<file path="config.mk">
export PLATFORM = sky130hd
export DESIGN_NAME = uart_rx_frame_parser_flat
export DESIGN_NICKNAME = d
export VERILOG_FILES = /design/src/rtl/uart_rx_frame_parser_if.sv /design/src/rtl/uart_rx_frame_parser.sv /design/src/flat_wrapper.sv
export SDC_FILE = /design/constraint.sdc
export NUM_CORES = 1
export LEC_CHECK = 0
export BUFFER_PORTS_ARGS = -buffer_cell sky130_fd_sc_hd__buf_2
export CAP_MARGIN = 15
export CORE_MARGIN = 2
export CORE_UTILIZATION = 28
export CTS_CLUSTER_DIAMETER = 50
export DETAILED_ROUTE_END_ITERATION = 8
export PLACE_DENSITY_LB_ADDON = 0.1
export SYNTH_ARGS = -nofsm -noshare
export SYNTH_HDL_FRONTEND = slang
export SYNTH_SLANG_ARGS = --single-unit
</file>
<file path="constraint.sdc">
create_clock -name clk_main -period 5.2 [get_ports clk_main]
set_input_delay 0.52 -clock clk_main [delete_from_list [all_inputs] [get_ports clk_main]]
set_output_delay 0.52 -clock clk_main [all_outputs]
set_load 0.05 [all_outputs]
</file>
<file path="src/rtl/uart_rx_frame_parser_if.sv">
// FIFO-side and stream-side signals of the RX frame parser.
// The parser takes the master view and the FIFO/consumer side takes the slave view.
interface uart_rx_frame_parser_if;
  logic       rf_empty;
  logic [7:0] rf_out;
  logic       fifo_rd;
  logic [7:0] pkt_data;
  logic       pkt_valid;
  logic       pkt_ready;
  logic       pkt_last;
  logic       pkt_done;
  logic       pkt_err;
  logic [1:0] err_code;

  modport master (
    input  rf_empty, rf_out, pkt_ready,
    output fifo_rd, pkt_data, pkt_valid, pkt_last, pkt_done, pkt_err, err_code
  );

  modport slave (
    output rf_empty, rf_out, pkt_ready,
    input  fifo_rd, pkt_data, pkt_valid, pkt_last, pkt_done, pkt_err, err_code
  );
endinterface

</file>
<file path="src/rtl/uart_rx_frame_parser.sv">
// Frame parser behind the UART RX FIFO: SYNC, LEN, payload, CSUM.
// Payload bytes stream out on valid/ready; the checksum verdict pulses afterwards.
module uart_rx_frame_parser #(
  parameter logic [7:0]  SYNC_BYTE   = 8'hA5,
  parameter int unsigned MAX_LEN     = 32,
  parameter int unsigned TIMEOUT_CYC = 50000
) (
  input logic                    clk_main,
  input logic                    rst_main,
  uart_rx_frame_parser_if.master bus
);
  localparam logic [7:0]  MAX_LEN_B = 8'(MAX_LEN);
  localparam logic [15:0] TMO_LAST  = 16'(TIMEOUT_CYC - 1);
  localparam logic [1:0]  ERR_LEN   = 2'b01;
  localparam logic [1:0]  ERR_CSUM  = 2'b10;
  localparam logic [1:0]  ERR_TMO   = 2'b11;

  typedef enum logic [1:0] {
    ST_HUNT    = 2'd0,
    ST_LEN     = 2'd1,
    ST_PAYLOAD = 2'd2,
    ST_CSUM    = 2'd3
  } state_t;

  state_t      state_r, state_s;
  logic        rd_pending_r;
  logic        rd_s;
  logic [7:0]  sum_r, sum_s;
  logic [7:0]  remaining_r, remaining_s;
  logic [15:0] tmo_r, tmo_s;
  logic [7:0]  pkt_data_r, pkt_data_s;
  logic        pkt_valid_r, pkt_valid_s;
  logic        pkt_last_r, pkt_last_s;
  logic        pkt_done_r, pkt_done_s;
  logic        pkt_err_r, pkt_err_s;
  logic [1:0]  err_code_r, err_code_s;

  function automatic logic [7:0] csum_add(input logic [7:0] acc, input logic [7:0] val);
    return acc + val;
  endfunction

  // Read strobe: one read in flight at most, and never over a held payload beat
  always_comb begin
    rd_s = 1'b0;
    if (rst_main || bus.rf_empty || rd_pending_r) begin
      rd_s = 1'b0;
    end else if ((state_r == ST_PAYLOAD) && pkt_valid_r) begin
      rd_s = 1'b0;
    end else begin
      rd_s = 1'b1;
    end
  end

  // Frame FSM, checksum, timeout and output-stream next values
  always_comb begin
    state_s     = state_r;
    sum_s       = sum_r;
    remaining_s = remaining_r;
    tmo_s       = tmo_r;
    pkt_data_s  = pkt_data_r;
    pkt_valid_s = pkt_valid_r;
    pkt_last_s  = pkt_last_r;
    pkt_done_s  = 1'b0;
    pkt_err_s   = 1'b0;
    err_code_s  = err_code_r;

    if (pkt_valid_r && bus.pkt_ready) begin
      pkt_valid_s = 1'b0;
      pkt_last_s  = 1'b0;
      pkt_data_s  = 8'h00;
    end else begin
      pkt_valid_s = pkt_valid_r;
    end

    if (rd_pending_r) begin
      // A capture always wins over a timeout on the same cycle
      tmo_s = 16'd0;
      case (state_r)
        ST_HUNT: begin
          if (bus.rf_out == SYNC_BYTE) begin
            state_s = ST_LEN;
          end else begin
            state_s = ST_HUNT;
          end
        end
        ST_LEN: begin
          if ((bus.rf_out != 8'd0) && (bus.rf_out <= MAX_LEN_B)) begin
            sum_s       = bus.rf_out;
            remaining_s = bus.rf_out;
            state_s     = ST_PAYLOAD;
          end else begin
            pkt_err_s  = 1'b1;
            err_code_s = ERR_LEN;
            state_s    = ST_HUNT;
          end
        end
        ST_PAYLOAD: begin
          pkt_data_s  = bus.rf_out;
          pkt_valid_s = 1'b1;
          pkt_last_s  = (remaining_r == 8'd1);
          sum_s       = csum_add(sum_r, bus.rf_out);
          remaining_s = remaining_r - 8'd1;
          if (remaining_r == 8'd1) begin
            state_s = ST_CSUM;
          end else begin
            state_s = ST_PAYLOAD;
          end
        end
        ST_CSUM: begin
          if (bus.rf_out == sum_r) begin
            pkt_done_s = 1'b1;
          end else begin
            pkt_err_s  = 1'b1;
            err_code_s = ERR_CSUM;
          end
          state_s = ST_HUNT;
        end
        default: begin
          state_s = ST_HUNT;
        end
      endcase
    end else if (state_r == ST_HUNT) begin
      tmo_s = 16'd0;
    end else if (tmo_r == TMO_LAST) begin
      pkt_err_s  = 1'b1;
      err_code_s = ERR_TMO;
      state_s    = ST_HUNT;
      tmo_s      = 16'd0;
    end else if (bus.rf_empty && !(pkt_valid_r && !bus.pkt_ready)) begin
      // Only a starved FIFO counts; back-pressure stalls are not idle time
      tmo_s = tmo_r + 16'd1;
    end else begin
      tmo_s = tmo_r;
    end
  end

  // State and output registers with synchronous reset
  always_ff @(posedge clk_main) begin
    if (rst_main) begin
      state_r      <= ST_HUNT;
      rd_pending_r <= 1'b0;
      sum_r        <= 8'h00;
      remaining_r  <= 8'h00;
      tmo_r        <= 16'd0;
      pkt_data_r   <= 8'h00;
      pkt_valid_r  <= 1'b0;
      pkt_last_r   <= 1'b0;
      pkt_done_r   <= 1'b0;
      pkt_err_r    <= 1'b0;
      err_code_r   <= 2'b00;
    end else begin
      state_r      <= state_s;
      rd_pending_r <= rd_s;
      sum_r        <= sum_s;
      remaining_r  <= remaining_s;
      tmo_r        <= tmo_s;
      pkt_data_r   <= pkt_data_s;
      pkt_valid_r  <= pkt_valid_s;
      pkt_last_r   <= pkt_last_s;
      pkt_done_r   <= pkt_done_s;
      pkt_err_r    <= pkt_err_s;
      err_code_r   <= err_code_s;
    end
  end

  assign bus.fifo_rd   = rd_s;
  assign bus.pkt_data  = pkt_data_r;
  assign bus.pkt_valid = pkt_valid_r;
  assign bus.pkt_last  = pkt_last_r;
  assign bus.pkt_done  = pkt_done_r;
  assign bus.pkt_err   = pkt_err_r;
  assign bus.err_code  = err_code_r;
endmodule

</file>
<file path="src/flat_wrapper.sv">
// flat-port wrapper written by rule: the top's interface ports become plain ports
module uart_rx_frame_parser_flat 
#(
  parameter logic [7:0]  SYNC_BYTE   = 8'hA5,
  parameter int unsigned MAX_LEN     = 32,
  parameter int unsigned TIMEOUT_CYC = 50000
)
  (clk_main, rst_main, bus_rf_empty, bus_rf_out, bus_pkt_ready, bus_fifo_rd, bus_pkt_data, bus_pkt_valid, bus_pkt_last, bus_pkt_done, bus_pkt_err, bus_err_code);
  uart_rx_frame_parser_if bus_i ();
  input logic clk_main;
  input logic rst_main;
  input wire logic [$bits(bus_i.rf_empty)-1:0] bus_rf_empty;
  input wire logic [$bits(bus_i.rf_out)-1:0] bus_rf_out;
  input wire logic [$bits(bus_i.pkt_ready)-1:0] bus_pkt_ready;
  output wire logic [$bits(bus_i.fifo_rd)-1:0] bus_fifo_rd;
  output wire logic [$bits(bus_i.pkt_data)-1:0] bus_pkt_data;
  output wire logic [$bits(bus_i.pkt_valid)-1:0] bus_pkt_valid;
  output wire logic [$bits(bus_i.pkt_last)-1:0] bus_pkt_last;
  output wire logic [$bits(bus_i.pkt_done)-1:0] bus_pkt_done;
  output wire logic [$bits(bus_i.pkt_err)-1:0] bus_pkt_err;
  output wire logic [$bits(bus_i.err_code)-1:0] bus_err_code;
  assign bus_i.rf_empty = bus_rf_empty;
  assign bus_i.rf_out = bus_rf_out;
  assign bus_i.pkt_ready = bus_pkt_ready;
  assign bus_fifo_rd = bus_i.fifo_rd;
  assign bus_pkt_data = bus_i.pkt_data;
  assign bus_pkt_valid = bus_i.pkt_valid;
  assign bus_pkt_last = bus_i.pkt_last;
  assign bus_pkt_done = bus_i.pkt_done;
  assign bus_pkt_err = bus_i.pkt_err;
  assign bus_err_code = bus_i.err_code;
  uart_rx_frame_parser #(.SYNC_BYTE(SYNC_BYTE), .MAX_LEN(MAX_LEN), .TIMEOUT_CYC(TIMEOUT_CYC)) u_core (.clk_main(clk_main), .rst_main(rst_main), .bus(bus_i));
endmodule
</file>
## Word level (Yosys, flattened, before mapping)

Cells that the tools add are included.

| operators by class | value |
|---|---|
| bitwise logic cells | 2 |
| reduce and logical (&&, ||, !) cells | 18 |
| $add $sub $neg | 3 |
| shift operators | 0 |
| eq/ne operators | 12 |
| $mul | 0 |
| muxes and demuxes | 34 |
| $lt $le $gt $ge | 1 |
| div/mod/pow operators | 0 |

Operators with widths:

| kind | number |
|---|---|
| $mux 8 | 4 |
| $pmux 8 s2 | 2 |
| $mux 2 | 9 |
| $add 16x1->16 const B | 1 |
| $eq 16x16->1 const B | 1 |
| $mux 1 | 16 |
| $ne 3x3->1 const B | 3 |
| $add 8x8->8 | 1 |
| $eq 8x1->1 const B | 1 |
| $eq 8x8->1 | 1 |
| $eq 8x8->1 const B | 1 |
| $le 8x6->1 const B | 1 |
| $pmux 2 s4 | 1 |
| $reduce_bool 8->1 | 1 |
| $sub 8x1->8 const B | 1 |
| $logic_and 1x1->1 | 5 |
| $reduce_and 5->1 | 1 |
| $eq 2x2->1 const B | 2 |
| $ne 2x1->1 const B | 2 |
| $pmux 2 s2 | 1 |
| $reduce_bool 2->1 | 2 |
| $reduce_or 4->1 | 1 |
| $reduce_and 3->1 | 1 |
| $reduce_or 3->1 | 1 |
| other kinds (7) | 10 |

| word-level totals | value |
|---|---|
| output and inout bits | 15 |
| memories | 0 |
| input port bits | 12 |
| latch bits | 0 |
| logic and storage cells | 81 |
| bits in registers | 49 |
| memory bits (writable) | 0 |
| memory bits (read-only) | 0 |

## Depth between registers and ports, before layout

| logic depth | value |
|---|---|
| depth after elaboration | 5 |
| gate-level depth with buffers | 8 |
| gate-level depth less buffers | 8 |

## Least setup slack after synthesis

No wires, ideal clock.

| timing path | value |
|---|---|
| path type | register to output |
| from | register u_core.state_r[1] |
| to | output port bus_fifo_rd |
| data arrival time | 3.341 ns |
| required time | 4.680 ns |
| path slack | 1.339 ns |
| stages on the path, launching flop included | 5 |
| buffers on the path | 2 |
| cells stage by stage | dfxtp_1 -> nor2b_1 -> clkbuf_1 -> clkbuf_1 -> a2111oi_0 |

| on the way | value |
|---|---|
| word-level cells in the longest chain between the ends | 4 |

RTL lines:

| item | line | RTL |
|---|---|---|
| from (decl) | uart_rx_frame_parser.sv:25 | `state_t state_r, state_s;` |
| from (signal assigned) | uart_rx_frame_parser.sv:152 | `state_r <= state_s;` |
| $eq 2x2->1 | uart_rx_frame_parser.sv:47 | `end else if ((state_r == ST_PAYLOAD) && pkt_valid_r) begin` |
| $logic_and 1x1->1 | uart_rx_frame_parser.sv:47 |  |
| $mux 1 | uart_rx_frame_parser.sv:47 |  |
| $mux 1 | uart_rx_frame_parser.sv:45 | `if (rst_main \|\| bus.rf_empty \|\| rd_pending_r) begin` |
| to (decl) | flat_wrapper.sv:15 | `output wire logic [$bits(bus_i.fifo_rd)-1:0] bus_fifo_rd;` |

Every way passes these cells.

## Worst setup path after layout

Same ends and word-level chain as after synthesis.

==> flow_summary.yaml <==
clock_network:
  numCtsBuffers: 5
  cts_resized: 0
  cts_buffer_depth: 2
  post_cts_buffers: 0
  cts.clk_slew.worst_paths_ns: 0.09
  clk_latency_ns: 0.30
  cts_sinks: 49
  root_buffer: "clkbuf_8"
  ctsHoldBuffers: 0
  cts_tree: "yes"
  htreeDepth: 2
sta:
  finalCriticalPeriod_ns: 2.42
  fin_tns_setup_ns: 0
  min_period_over_period: 0.465
  maxSlewHeadroom: 0.488
  fmax_mhz: 413
  drv_slew: 0
  worst_pin_slew_ns: 0.767
  fin_skew_ns: 0.00663
  final_hold_viol_count: 0
  setup_viol: 0
  rsz0062_at_grt: "no"
critical_path:
  required_ns: 4.68
  crit_fanout: 13
  startpoint_type: "flip-flop"
  path_class: "flip-flop to output pin"
  crit_arrival_ns: 1.90
  crit_path_end_kind: "output pin"
synthesis:
  avgSynthCellArea_um2: 8.14
  yosysSeqAreaShare: 0.358
  syn_area_um2: 2740
  yosys_warnings: 0
  synth-seq-cells: 49
  synth_flop_cell: "dfxtp_1"
  ys_types: 48
  synthArstFlopShare: 0
  synth-edff-count: 0
  synth_nets: 359
  syn_inst: 336
power:
  swShare: 0.245
  peakVddDrop_mv: 0.0891
  p_leak_nw: 1.03
  p_int_mw: 0.493
  clkPwrFrac: 0.360
  seq_power_share: 0.577
  powerDensity_nw_per_um2: 214
  combinationalPowerShare: 0.063
  p_switching_mw: 0.160
drt:
  dr_total_vias: 2335
  wirelength_um: 7120
  drtIter0Drc: 128
  viasPerCell: 4.78
  wl_met2_um: 3340
  drc: 0
  final_antenna_net_count: 0
  detail_route.wl_per_cell_um: 14.6
  met3_length_um: 192
  routed.top_layer: "met4"
  wl_met1_um: 3550
  drtPass1Iterations: 4
place:
  post_dp_cell_area_um2: 2970
  port-buffer-count: 26
  gp_congestion: 0.811
  place_hpwl_um: 5180
hold_path:
  hp-class: "flip-flop to flip-flop"
global_route:
  grt_pass1_vias: 2227
  grt_max_degree: 35
  grt_pass1_wl_um: 11700
  grt_usage: 0.141
  grt.overflow.total: 0
  antenna_found_initial: 0
floorplan:
  die_x_um: 103
  pin_count: 27
  initial_core_util: 0.284
  core-area_um2: 9640
  die_area_um2: 10600
  fp-row-count: 36
  die_h_um: 103
finish:
  drive_gt1_frac: 0.157
  nets: 379
  area_growth_pct: 11.8
  num_antenna_cells: 0
  finalInstanceArea_um2: 3060
  nFillCells: 1094
run_status:
  outcome: "finished, final reports clean"
flow_run:
  max-cap-violations: 0
-- synthesized netlist by cell type, drive strengths merged, types with 5 or more instances --
library cell,number,share of area
dfxtp,49,0.36
nand2,40,0.055
nor2,39,0.053
a21oi,28,0.061
nand3,21,0.040
inv,17,0.023
nor3,15,0.027
o21ai,15,0.036
xnor2,15,0.048
clkbuf,10,0.014
ha,10,0.046
nand4,6,0.014
nor4,6,0.014
a211oi,5,0.014
and3,5,0.013
nor2b,5,0.011
-- metal layers --
layer  up-vias  global-route usage
met4         0              0.0243
met1      1079               0.199
li1       1233                   -
met3         2              0.0244
met5         -                   0
met2        21               0.231
-- power groups by stage --
| stage | clock network, mW | registers [mW] | logic, mW |
|---|---|---|---|
| 4_1_cts | 0.249 | 0.377 | 0.0421 |
| 6_report | 0.235 | 0.377 | 0.0414 |
| 3_5_place_dp | 0 | 0.386 | 0.0421 |
| 3_3_place_gp | 0 | 0.386 | 0.0422 |
| 2_1_floorplan | 0 | 0.384 | 0.0252 |
| 5_1_grt | 0.257 | 0.377 | 0.0458 |
-- through the flow --
stage	hold slack, ns	cells	setup slack [ns]	utilization	total power [mW]
6_report	0.466	489	2.78	0.317	0.654
5_1_grt	0.489	489	2.64	0.317	0.680
4_1_cts	0.470	489	2.74	0.317	0.668
3_5_place_dp	0.451	482	2.84	0.308	0.428
3_3_place_gp	0.454	482	2.83	0.308	0.428
2_1_floorplan	0.440	336	1.34	-	0.410
-- final timing paths --
kind,startpoint,slack [ns],cells past startpoint,to
max,u_core.state_r[1]$_SDFFE_PP0P_,2.78,4,bus_fifo_rd
min reg2reg,u_core.bus.pkt_data[7]$_SDFF_PP0_,0.47,2,u_core.bus.pkt_data[7]$_SDFF_PP0_
max reg2reg,u_core.state_r[1]$_SDFFE_PP0P_,2.91,5,u_core.remaining_r[4]$_SDFFE_PP0P_
min,u_core.bus.pkt_data[7]$_SDFF_PP0_,0.47,2,u_core.bus.pkt_data[7]$_SDFF_PP0_
-- critical path: stages (launching register included) --
cell and delay (ns):
dfxtp_1 0.45, nor2b_1 0.48, buf_4 0.29, a2111oi_0 0.12
buf_2 0.26
-- flip-flops by register name, indices dropped and copies added (netlist names) --
| register | count |
|---|---|
| u_core.tmo_r | 16 |
| u_core.bus.pkt_last | 1 |
| u_core.bus.pkt_valid | 1 |
| u_core.bus.pkt_done | 1 |
| u_core.sum_r | 8 |
| u_core.state_r | 2 |
| u_core.bus.pkt_err | 1 |
| u_core.bus.pkt_data | 8 |
| u_core.remaining_r | 8 |
| u_core.bus.err_code | 2 |
| u_core.rd_pending_r | 1 |
-- kinds of logic (layout without fill, tap and decap cells) --
family                   after synthesis  count (layout)  synth area share
adder cells (fa/ha/maj)               11              11            0.0530
XOR/XNOR                              18              18            0.0576
buffers and inverters                 31              51            0.0489
AO/OA/AOI/OAI                         73              73             0.198
multiplexers                           2               2           0.00732
flip-flops                            49              49             0.358
AND/OR/NAND/NOR                      152             152             0.277
-- placed cells by master, fill, tap and decap left out, drive strengths merged, types with 6 or more instances in the layout --
cell / count
clkbuf: 6
a21oi: 28
nor4: 6
xnor2: 15
nand4: 6
nand3: 21
nor2: 39
dfxtp: 49
nor3: 15
inv: 17
nand2: 40
buf: 27
ha: 10
o21ai: 15
-- area by class of cell --
type                       instances  area (µm²)  share of cell area
clock buffer                       6        82.6              0.0270
timing repair buffer              27         138              0.0450
multi-input combinational        256        1620               0.530
sequential                        49         981               0.321
clock inverter                     1        7.51             0.00245
inverter                          17        63.8              0.0209
tap                              133         166              0.0544
Note: power is estimated with default switching activity, not from simulation.
